File: src/rtl/pattern_det_ctrl_if.sv
// Host-side bundle for the pattern detector run controller: configuration,
// run control, gated serial input and match/status outputs.
interface pattern_det_ctrl_if #(
  parameter int unsigned PAT_MAX = 8,
  parameter int unsigned CNT_W   = 8
);
  localparam int unsigned LEN_W = $clog2(PAT_MAX + 1);

  logic               cfg_we;
  logic [PAT_MAX-1:0] cfg_pattern;
  logic [LEN_W-1:0]   cfg_len;
  logic               cfg_overlap;
  logic [CNT_W-1:0]   cfg_target;
  logic               start;
  logic               abort;
  logic               in;
  logic               in_valid;
  logic               out;
  logic               busy;
  logic               done;
  logic [CNT_W-1:0]   match_cnt;

  // Host / sequencer side
  modport master (
    output cfg_we, cfg_pattern, cfg_len, cfg_overlap, cfg_target,
    output start, abort, in, in_valid,
    input  out, busy, done, match_cnt
  );

  // Detector side
  modport slave (
    input  cfg_we, cfg_pattern, cfg_len, cfg_overlap, cfg_target,
    input  start, abort, in, in_valid,
    output out, busy, done, match_cnt
  );
endinterface

File: src/rtl/pattern_det_ctrl.sv
// Run controller for the serial sequence detector: programmable pattern,
// length and overlap mode, match counting against a target, busy/done status.
// Optional macro MATCH_REG_EN: when defined, the match pulse is registered
// (one cycle after the matching bit); otherwise it is a Mealy pulse.
module pattern_det_ctrl #(
  parameter int unsigned PAT_MAX = 8,
  parameter int unsigned CNT_W   = 8
) (
  input logic               clk,
  input logic               R,
  pattern_det_ctrl_if.slave bus
);
  localparam int unsigned LEN_W = $clog2(PAT_MAX + 1);
  localparam int unsigned HW    = PAT_MAX - 1;

  typedef enum logic [1:0] {IDLE, RUN, DONE} state_t;

  state_t             state;
  logic [PAT_MAX-1:0] pattern;
  logic [LEN_W-1:0]   len;
  logic               overlap;
  logic [CNT_W-1:0]   target;
  logic [HW-1:0]      history;
  logic [LEN_W-1:0]   fill;
  logic [CNT_W-1:0]   match_cnt_q;
  logic               busy_q;
  logic               done_q;

  logic [PAT_MAX-1:0] window;
  logic [PAT_MAX-1:0] mask;
  logic [LEN_W-1:0]   cfg_len_eff;
  logic [LEN_W-1:0]   fill_inc;
  logic [CNT_W-1:0]   cnt_inc;
  logic               match_c;
  logic               target_hit_c;

  // Newest bit joins the stored history; only the low len bits are compared
  assign window = {history, bus.in};

  // Length mask and clamped config length (0 -> 1, above PAT_MAX -> PAT_MAX)
  always_comb begin
    mask = '0;
    for (int i = 0; i < PAT_MAX; i++) begin
      mask[i] = (LEN_W'(i) < len);
    end
    cfg_len_eff = bus.cfg_len;
    if (bus.cfg_len == '0) begin
      cfg_len_eff = LEN_W'(1);
    end else if (bus.cfg_len > LEN_W'(PAT_MAX)) begin
      cfg_len_eff = LEN_W'(PAT_MAX);
    end
  end

  // Mealy match decode and saturating increments
  always_comb begin
    match_c      = (state == RUN) && bus.in_valid &&
                   (fill >= (len - LEN_W'(1))) &&
                   ((window & mask) == (pattern & mask));
    target_hit_c = (target != '0) && ((match_cnt_q + CNT_W'(1)) == target);
    fill_inc     = (fill == LEN_W'(PAT_MAX)) ? fill : fill + LEN_W'(1);
    cnt_inc      = (&match_cnt_q) ? match_cnt_q : match_cnt_q + CNT_W'(1);
  end

  // Run-control FSM with configuration, history and counter registers
  always_ff @(posedge clk or negedge R) begin
    if (!R) begin
      state       <= IDLE;
      pattern     <= PAT_MAX'(3'b101);
      len         <= LEN_W'(3);
      overlap     <= 1'b0;
      target      <= '0;
      history     <= '0;
      fill        <= '0;
      match_cnt_q <= '0;
      busy_q      <= 1'b0;
      done_q      <= 1'b0;
    end else begin
      case (state)
        RUN: begin
          if (bus.in_valid) begin
            if (match_c && !overlap) begin
              history <= '0;
              fill    <= '0;
            end else begin
              history <= window[HW-1:0];
              fill    <= fill_inc;
            end
          end
          if (match_c) begin
            match_cnt_q <= cnt_inc;
          end
          if (bus.abort) begin
            state  <= IDLE;
            busy_q <= 1'b0;
            done_q <= 1'b0;
          end else if (match_c && target_hit_c) begin
            state  <= DONE;
            busy_q <= 1'b0;
            done_q <= 1'b1;
          end
        end
        IDLE, DONE: begin
          if (bus.cfg_we) begin
            pattern <= bus.cfg_pattern;
            len     <= cfg_len_eff;
            overlap <= bus.cfg_overlap;
            target  <= bus.cfg_target;
          end
          if (bus.abort) begin
            state  <= IDLE;
            busy_q <= 1'b0;
            done_q <= 1'b0;
          end else if (bus.start) begin
            state       <= RUN;
            busy_q      <= 1'b1;
            done_q      <= 1'b0;
            history     <= '0;
            fill        <= '0;
            match_cnt_q <= '0;
          end
        end
        default: begin
          state  <= IDLE;
          busy_q <= 1'b0;
          done_q <= 1'b0;
        end
      endcase
    end
  end

`ifdef MATCH_REG_EN
  logic out_q;

  // One-cycle registered copy of the match pulse
  always_ff @(posedge clk or negedge R) begin
    if (!R) begin
      out_q <= 1'b0;
    end else begin
      out_q <= match_c;
    end
  end

  assign bus.out = out_q;
`else
  assign bus.out = match_c;
`endif

  assign bus.busy      = busy_q;
  assign bus.done      = done_q;
  assign bus.match_cnt = match_cnt_q;
endmodule
File: src/flat_wrapper.sv
// flat-port wrapper written by rule: the top's interface ports become plain ports
module pattern_det_ctrl_flat 
#(
  parameter int unsigned PAT_MAX = 8,
  parameter int unsigned CNT_W   = 8
)
  (clk, R, bus_cfg_we, bus_cfg_pattern, bus_cfg_len, bus_cfg_overlap, bus_cfg_target, bus_start, bus_abort, bus_in, bus_in_valid, bus_out, bus_busy, bus_done, bus_match_cnt);
  pattern_det_ctrl_if #(.PAT_MAX(PAT_MAX), .CNT_W(CNT_W)) bus_i ();
  input logic clk;
  input logic R;
  input wire logic [$bits(bus_i.cfg_we)-1:0] bus_cfg_we;
  input wire logic [$bits(bus_i.cfg_pattern)-1:0] bus_cfg_pattern;
  input wire logic [$bits(bus_i.cfg_len)-1:0] bus_cfg_len;
  input wire logic [$bits(bus_i.cfg_overlap)-1:0] bus_cfg_overlap;
  input wire logic [$bits(bus_i.cfg_target)-1:0] bus_cfg_target;
  input wire logic [$bits(bus_i.start)-1:0] bus_start;
  input wire logic [$bits(bus_i.abort)-1:0] bus_abort;
  input wire logic [$bits(bus_i.in)-1:0] bus_in;
  input wire logic [$bits(bus_i.in_valid)-1:0] bus_in_valid;
  output wire logic [$bits(bus_i.out)-1:0] bus_out;
  output wire logic [$bits(bus_i.busy)-1:0] bus_busy;
  output wire logic [$bits(bus_i.done)-1:0] bus_done;
  output wire logic [$bits(bus_i.match_cnt)-1:0] bus_match_cnt;
  assign bus_i.cfg_we = bus_cfg_we;
  assign bus_i.cfg_pattern = bus_cfg_pattern;
  assign bus_i.cfg_len = bus_cfg_len;
  assign bus_i.cfg_overlap = bus_cfg_overlap;
  assign bus_i.cfg_target = bus_cfg_target;
  assign bus_i.start = bus_start;
  assign bus_i.abort = bus_abort;
  assign bus_i.in = bus_in;
  assign bus_i.in_valid = bus_in_valid;
  assign bus_out = bus_i.out;
  assign bus_busy = bus_i.busy;
  assign bus_done = bus_i.done;
  assign bus_match_cnt = bus_i.match_cnt;
  pattern_det_ctrl #(.PAT_MAX(PAT_MAX), .CNT_W(CNT_W)) u_core (.clk(clk), .R(R), .bus(bus_i));
endmodule
File: config.mk
export PLATFORM = sky130hd
export DESIGN_NAME = pattern_det_ctrl_flat
export DESIGN_NICKNAME = d
export VERILOG_FILES = /design/src/rtl/pattern_det_ctrl_if.sv /design/src/rtl/pattern_det_ctrl.sv /design/src/flat_wrapper.sv
export SDC_FILE = /design/constraint.sdc
export NUM_CORES = 1
export LEC_CHECK = 0
export ABC_AREA = 1
export BUFFER_PORTS_ARGS = -buffer_cell sky130_fd_sc_hd__buf_2
export CAP_MARGIN = 10
export CORE_MARGIN = 2
export CORE_UTILIZATION = 60
export CTS_CLUSTER_DIAMETER = 100
export DETAILED_ROUTE_END_ITERATION = 10
export PLACE_DENSITY = 0.82
export SYNTH_ARGS = -nofsm -noshare
export SYNTH_HDL_FRONTEND = slang
export SYNTH_SLANG_ARGS = --single-unit
File: constraint.sdc
create_clock -name clk -period 6.8 [get_ports clk]
set_input_delay 0.68 -clock clk [delete_from_list [all_inputs] [get_ports clk]]
set_output_delay 0.68 -clock clk [all_outputs]
set_load 0.02 [all_outputs]
* Word-level counts from Yosys, hierarchy flattened *
Cells that the tools add are included.

word-level totals
  register bits after elaboration = 44
  input bits = 28

operators by class
  add/subtract/negate cells = 3
  $lt $le $gt $ge = 10
  equality and inequality tests = 13
  mux-type cells = 33
  bitwise gates (word level) = 2
  reduce and logical (&&, ||, !) cells = 18

operator list
  kind                                                                          number
  8-bit 2-to-1 mux                                                              4
  4-bit 2-to-1 mux                                                              7
  7-bit 2-to-1 mux                                                              4
  8-bit AND                                                                     2
  8-bit equality test                                                           2
  3-bit by 4-bit less-than comparator with 1-bit output (first input constant)  4
  8-bit case mux with 2 select lines                                            1
  7-bit case mux with 2 select lines                                            1
  5-bit AND reduction                                                           2
  3-bit inequality test (second input constant)                                 3
  8-bit by 1-bit adder with 8-bit output (second input constant)                1
  1-bit by 4-bit less-than comparator with 1-bit output (first input constant)  2
  2-bit by 4-bit less-than comparator with 1-bit output (first input constant)  2
  1-bit 2-to-1 mux                                                              8
  2-bit 2-to-1 mux                                                              4
  2-bit inequality test (second input constant)                                 4
  4-bit case mux with 2 select lines                                            1
  8-bit AND reduction                                                           1
  8-bit nonzero test                                                            1
  1-bit logical AND                                                             6
  4-bit by 1-bit adder with 4-bit output (second input constant)                1
  4-bit equality test (second input constant)                                   1
  4-bit greater-or-equal comparator                                             1
  4-bit greater-than comparator (second input constant)                         1
  other kinds (13)                                                              15

* Logic depth before layout (Yosys ltp) *
  depth after elaboration = 8
  mapped depth = 15
  depth with buffers taken out = 15

* Least setup slack after synthesis *
No wires, ideal clock.

  kind = register to output
  from = register u_core.len[0]
  to = output bus_out
  arrival time = 1.739 ns
  path slack = 4.381 ns
  cell stages (with the launch flop) = 9
  buffers on the path = 0
  cell sequence = dfstp_2 inv_1 ha_1 ha_1 inv_1 o21bai_1 nand3_1 and3_1 nor2_4

on the way
  longest elaborated chain between the ends = 4
  elaborated cells on any way between the ends = 15
  those cells by class = 1 x add/sub; 9 x order compare; 1 x eq/ne; 2 x bitwise; 2 x reduce/logical

RTL lines
  item                                                                       line                                            text
  start: declaration                                                         pattern_det_ctrl.sv:20                          logic [LEN_W-1:0] len;
  start signal: assignment                                                   pattern_det_ctrl.sv:105                         len <= cfg_len_eff;
  4-bit by 1-bit subtractor with 4-bit output, or another cell as far along  pattern_det_ctrl.sv:57                          (fill >= (len - LEN_W'(1))) &&
  4-bit greater-or-equal comparator / 8-bit AND (equally long branches)      pattern_det_ctrl.sv:57, pattern_det_ctrl.sv:58
  1-bit logical AND / 8-bit equality test (equally long branches)            pattern_det_ctrl.sv:56, pattern_det_ctrl.sv:58
  1-bit logical AND (*)                                                      pattern_det_ctrl.sv:57
  end: declaration                                                           flat_wrapper.sv:20                              output wire logic [$bits(bus_i.out)-1:0] bus_out;

Mark *: on every way between the ends. The rest lies on a longest branch, timed or not.

* Worst setup path after layout *
Same ends and word-level chain as after synthesis.

==> impl_metrics.py <==
metrics = {
    "status": {
        "status": "complete, no violations",
    },
    "sta": {
        "hold_viol_final": 0,
        "maxSlewViolCount": 0,
        "max_freq_ghz": 0.336,
        "setup_viol": 0,
        "finalSetupTns_ns": 0,
        "fin_crit_sh_pct": 43.8,
        "worstMarginPinSlew_ns": 0.946,
        "final.min_clock_period_ns": 2.98,
        "slew_headroom_pct": 36.9,
        "fin_ws_ns": 3.82,
        "rsz0062_at_grt": "no",
        "fin_worst_skew_ns": 0.00765,
    },
    "final_layout": {
        "post-route-util_pct": 69.6,
        "multi_input_comb_area_mm2": 0.00119,
        "final_area_mm2": 0.00277,
        "n_antenna_cell": 0,
        "fill_cells": 358,
        "layout_common_cells": "nand2_1 (124), inv_1 (42), dfrtp_1 (39)",
        "post_route_cells_drive_above_1_share_pct": 15.5,
        "synthToLayoutAreaGrowth_pct": 12.0,
        "regArea_mm2": 0.00108,
        "final_common_cell": "nand2_1",
        "final_nets": 411,
    },
    "global_route": {
        "antenna_found_initial": 0,
        "grt.total_usage_pct": 24.9,
        "grt_max_degree": 44,
        "first_global_vias": 2081,
        "grt_pass1_wl_um": 8750,
        "gr-total-overflow": 0,
    },
    "worst_hold_path": {
        "holdCritStartpoint": "u_core.bus.busy$_DFFE_PN0P_",
        "hp-class": "reg -> reg",
        "hold_path_end": "u_core.bus.busy$_DFFE_PN0P_",
        "hold_depth": 2,
    },
    "setup_path": {
        "reg2reg_depth": 13,
        "critPathSlowestCell": "dfstp_2",
        "worstPathMaxFanout": 4,
        "worstPathArrival_ns": 2.30,
        "cp-end-kind": "output port",
        "r2r-start": "u_core.len[0]$_DFFE_PN1P_",
        "critPathMaxStageDelay_ns": 0.55,
        "rrSetupSlack_ns": 4.21,
        "crit-reg2reg-capture": "u_core.history[3]$_DFFE_PN0P_",
        "crit_type": "reg -> out",
        "cp_num_buf_inv": 3,
        "cpLargestDelayFamily": "adder cells",
        "worstPathCellList": "inv_1 -> ha_1 -> ha_1 -> inv_1 -> o21bai_1 -> nand3_1 -> and3_1 -> nor2_4 -> buf_2",
        "start_kind": "flip-flop",
        "required_ns": 6.12,
    },
    "place": {
        "placed_cell_area_mm2": 0.00268,
        "dp_hpwl_um": 3820,
        "dp_slack_ns": 4.15,
        "gp_congestion": 0.852,
        "numPortBuffers": 38,
    },
    "clocking": {
        "cts_resized": 0,
        "clockBufferDepth": 2,
        "clk_pin_slew_ns": 0.08,
        "cts_buffers": 5,
        "htree_levels": 2,
        "cts_setup_buffers": 0,
        "cts_tree": "yes",
        "cts_hold_buf": 0,
        "insertion_delay_ns": 0.29,
        "cts_root_buf": "clkbuf_8",
        "clkSinkCount": 43,
    },
    "yosys": {
        "ys_seq_area_share_pct": 43.8,
        "synthTopCellsByArea": "dfrtp_1 (40%), nand2_1 (19%), inv_1 (6.4%)",
        "synth_compound_area_share_pct": 6.79,
        "synth_top_family_by_area": "simple AND/OR/NAND/NOR gates",
        "synthMuxAreaShare_pct": 0,
        "syn-num-nets": 372,
        "syn_inst": 334,
        "syn_avg_cell_area_um2": 7.39,
        "synth_warnings": 0,
        "synth_adder_area_share_pct": 5.07,
        "syn_area_mm2": 0.00247,
        "synthSimpleGateAreaFrac_pct": 32.6,
        "synth-xor-area-share_pct": 3.55,
        "ys_types": 27,
        "yosys.area.top_type": "dfrtp_1",
        "ys_ff_latch": 43,
        "yosysTopAreaCellShare_pct": 39.5,
    },
    "job": {
        "cap_violations": 0,
    },
    "power": {
        "p_per_area_mw_per_mm2": 225,
        "leakage_nw": 1.51,
        "peakVddDrop_uv": 156,
    },
    "floorplan": {
        "boundaryPins": 39,
        "die_area_mm2": 0.00464,
        "die-width_um": 68.1,
        "initial_core_util_pct": 62.2,
        "dieHeight_um": 68.1,
        "core_area_mm2": 0.00397,
        "rows": 23,
    },
    "detailed_routing": {
        "wl_per_cell_um": 12.0,
        "num_vias": 2155,
        "ant_nets": 0,
        "drt_iter0_markers": 134,
        "viasPerCell": 5.08,
        "route.detailed.drc": 0,
        "first_pass_iters": 4,
        "routed_wl_um": 5080,
    },
}
[power by group]
| group | switching (mW) | internal (mW) | total (mW) |
|---|---|---|---|
| clock | 0.0843 | 0.0722 | 0.156 |
| sequential | 0.0272 | 0.287 | 0.314 |
| combinational | 0.0934 | 0.0579 | 0.151 |
| total | 0.205 | 0.417 | 0.622 |
[worst min-delay path, delay by kind of cell, from the launching register on]
family | cells | cell delay (ns)
AND/OR/NAND/NOR | 2 | 0.11
flip-flops | 1 | 0.35
[stage by stage]
stage                     hold WS (ns)  power (mW)  std cells
after CTS                        0.483       0.626        424
after floorplan                  0.384       0.425        334
final                            0.478       0.622        424
after global routing             0.509       0.665        424
after detailed placement         0.462       0.470        416
after global placement           0.451       0.464        416
[final cells by class]
class	instances	share of cell area, %
Clock inverter	1	0.181
Sequential cell	43	39.1
Multi-Input combinational cell	242	42.9
Tap cell	50	2.26
Timing Repair Buffer	38	6.88
Inverter	43	5.93
Clock buffer	7	2.76
[cells by family (layout without fill, tap and decap cells)]
family          after synthesis  after routing
simple gates                191            191
buf+inv                      49             89
xor+xnor                     10             10
compound gates               31             31
fa+ha+maj                    10             10
flops                        43             43
[state kept, by name (all words and copies together), names as in the netlist]
register	flops
u_core.bus.busy	1
u_core.fill	4
u_core.bus.match_cnt	8
u_core.overlap	1
u_core.len	4
u_core.state	1
u_core.bus.done	1
u_core.history	7
u_core.pattern	8
u_core.target	8
[cell usage after synthesis (all sizes together)]
cell type,count
xor2,7
and3,1
nand4,3
or2,2
a21oi,4
o21bai,2
ha,10
nor2,26
buf,3
nand3b,1
o22ai,3
dfstp,4
nor3,1
xnor2,3
dfrtp,39
nand2,128
nand3,29
clkbuf,3
inv,43
o21ai,22
[worst max path at each step]
stage                              start  endpoint  slack (ns)  cells after the start
2_1_floorplan  u_core.len[0]$_DFFE_PN1P_   bus_out        4.38                      8
5_1_grt        u_core.len[0]$_DFFE_PN1P_   bus_out        3.73                      9
4_1_cts        u_core.len[0]$_DFFE_PN1P_   bus_out        3.82                      9
3_3_place_gp   u_core.len[0]$_DFFE_PN1P_   bus_out        4.22                      9
3_5_place_dp   u_core.len[0]$_DFFE_PN1P_   bus_out        4.15                      9
6_report       u_core.len[0]$_DFFE_PN1P_   bus_out        3.82                      9
[layer usage]
metal / track usage, % / share of wire [%] / vias to the layer above
met4: 9.00 / 1.5 / 0
li1: - / - / 1120
met3: 5.26 / 3.8 / 6
met5: 0 / 0 / -
met2: 40.8 / 48 / 37
met1: 32.7 / 46 / 992
Power figures use the tool's default switching activity.
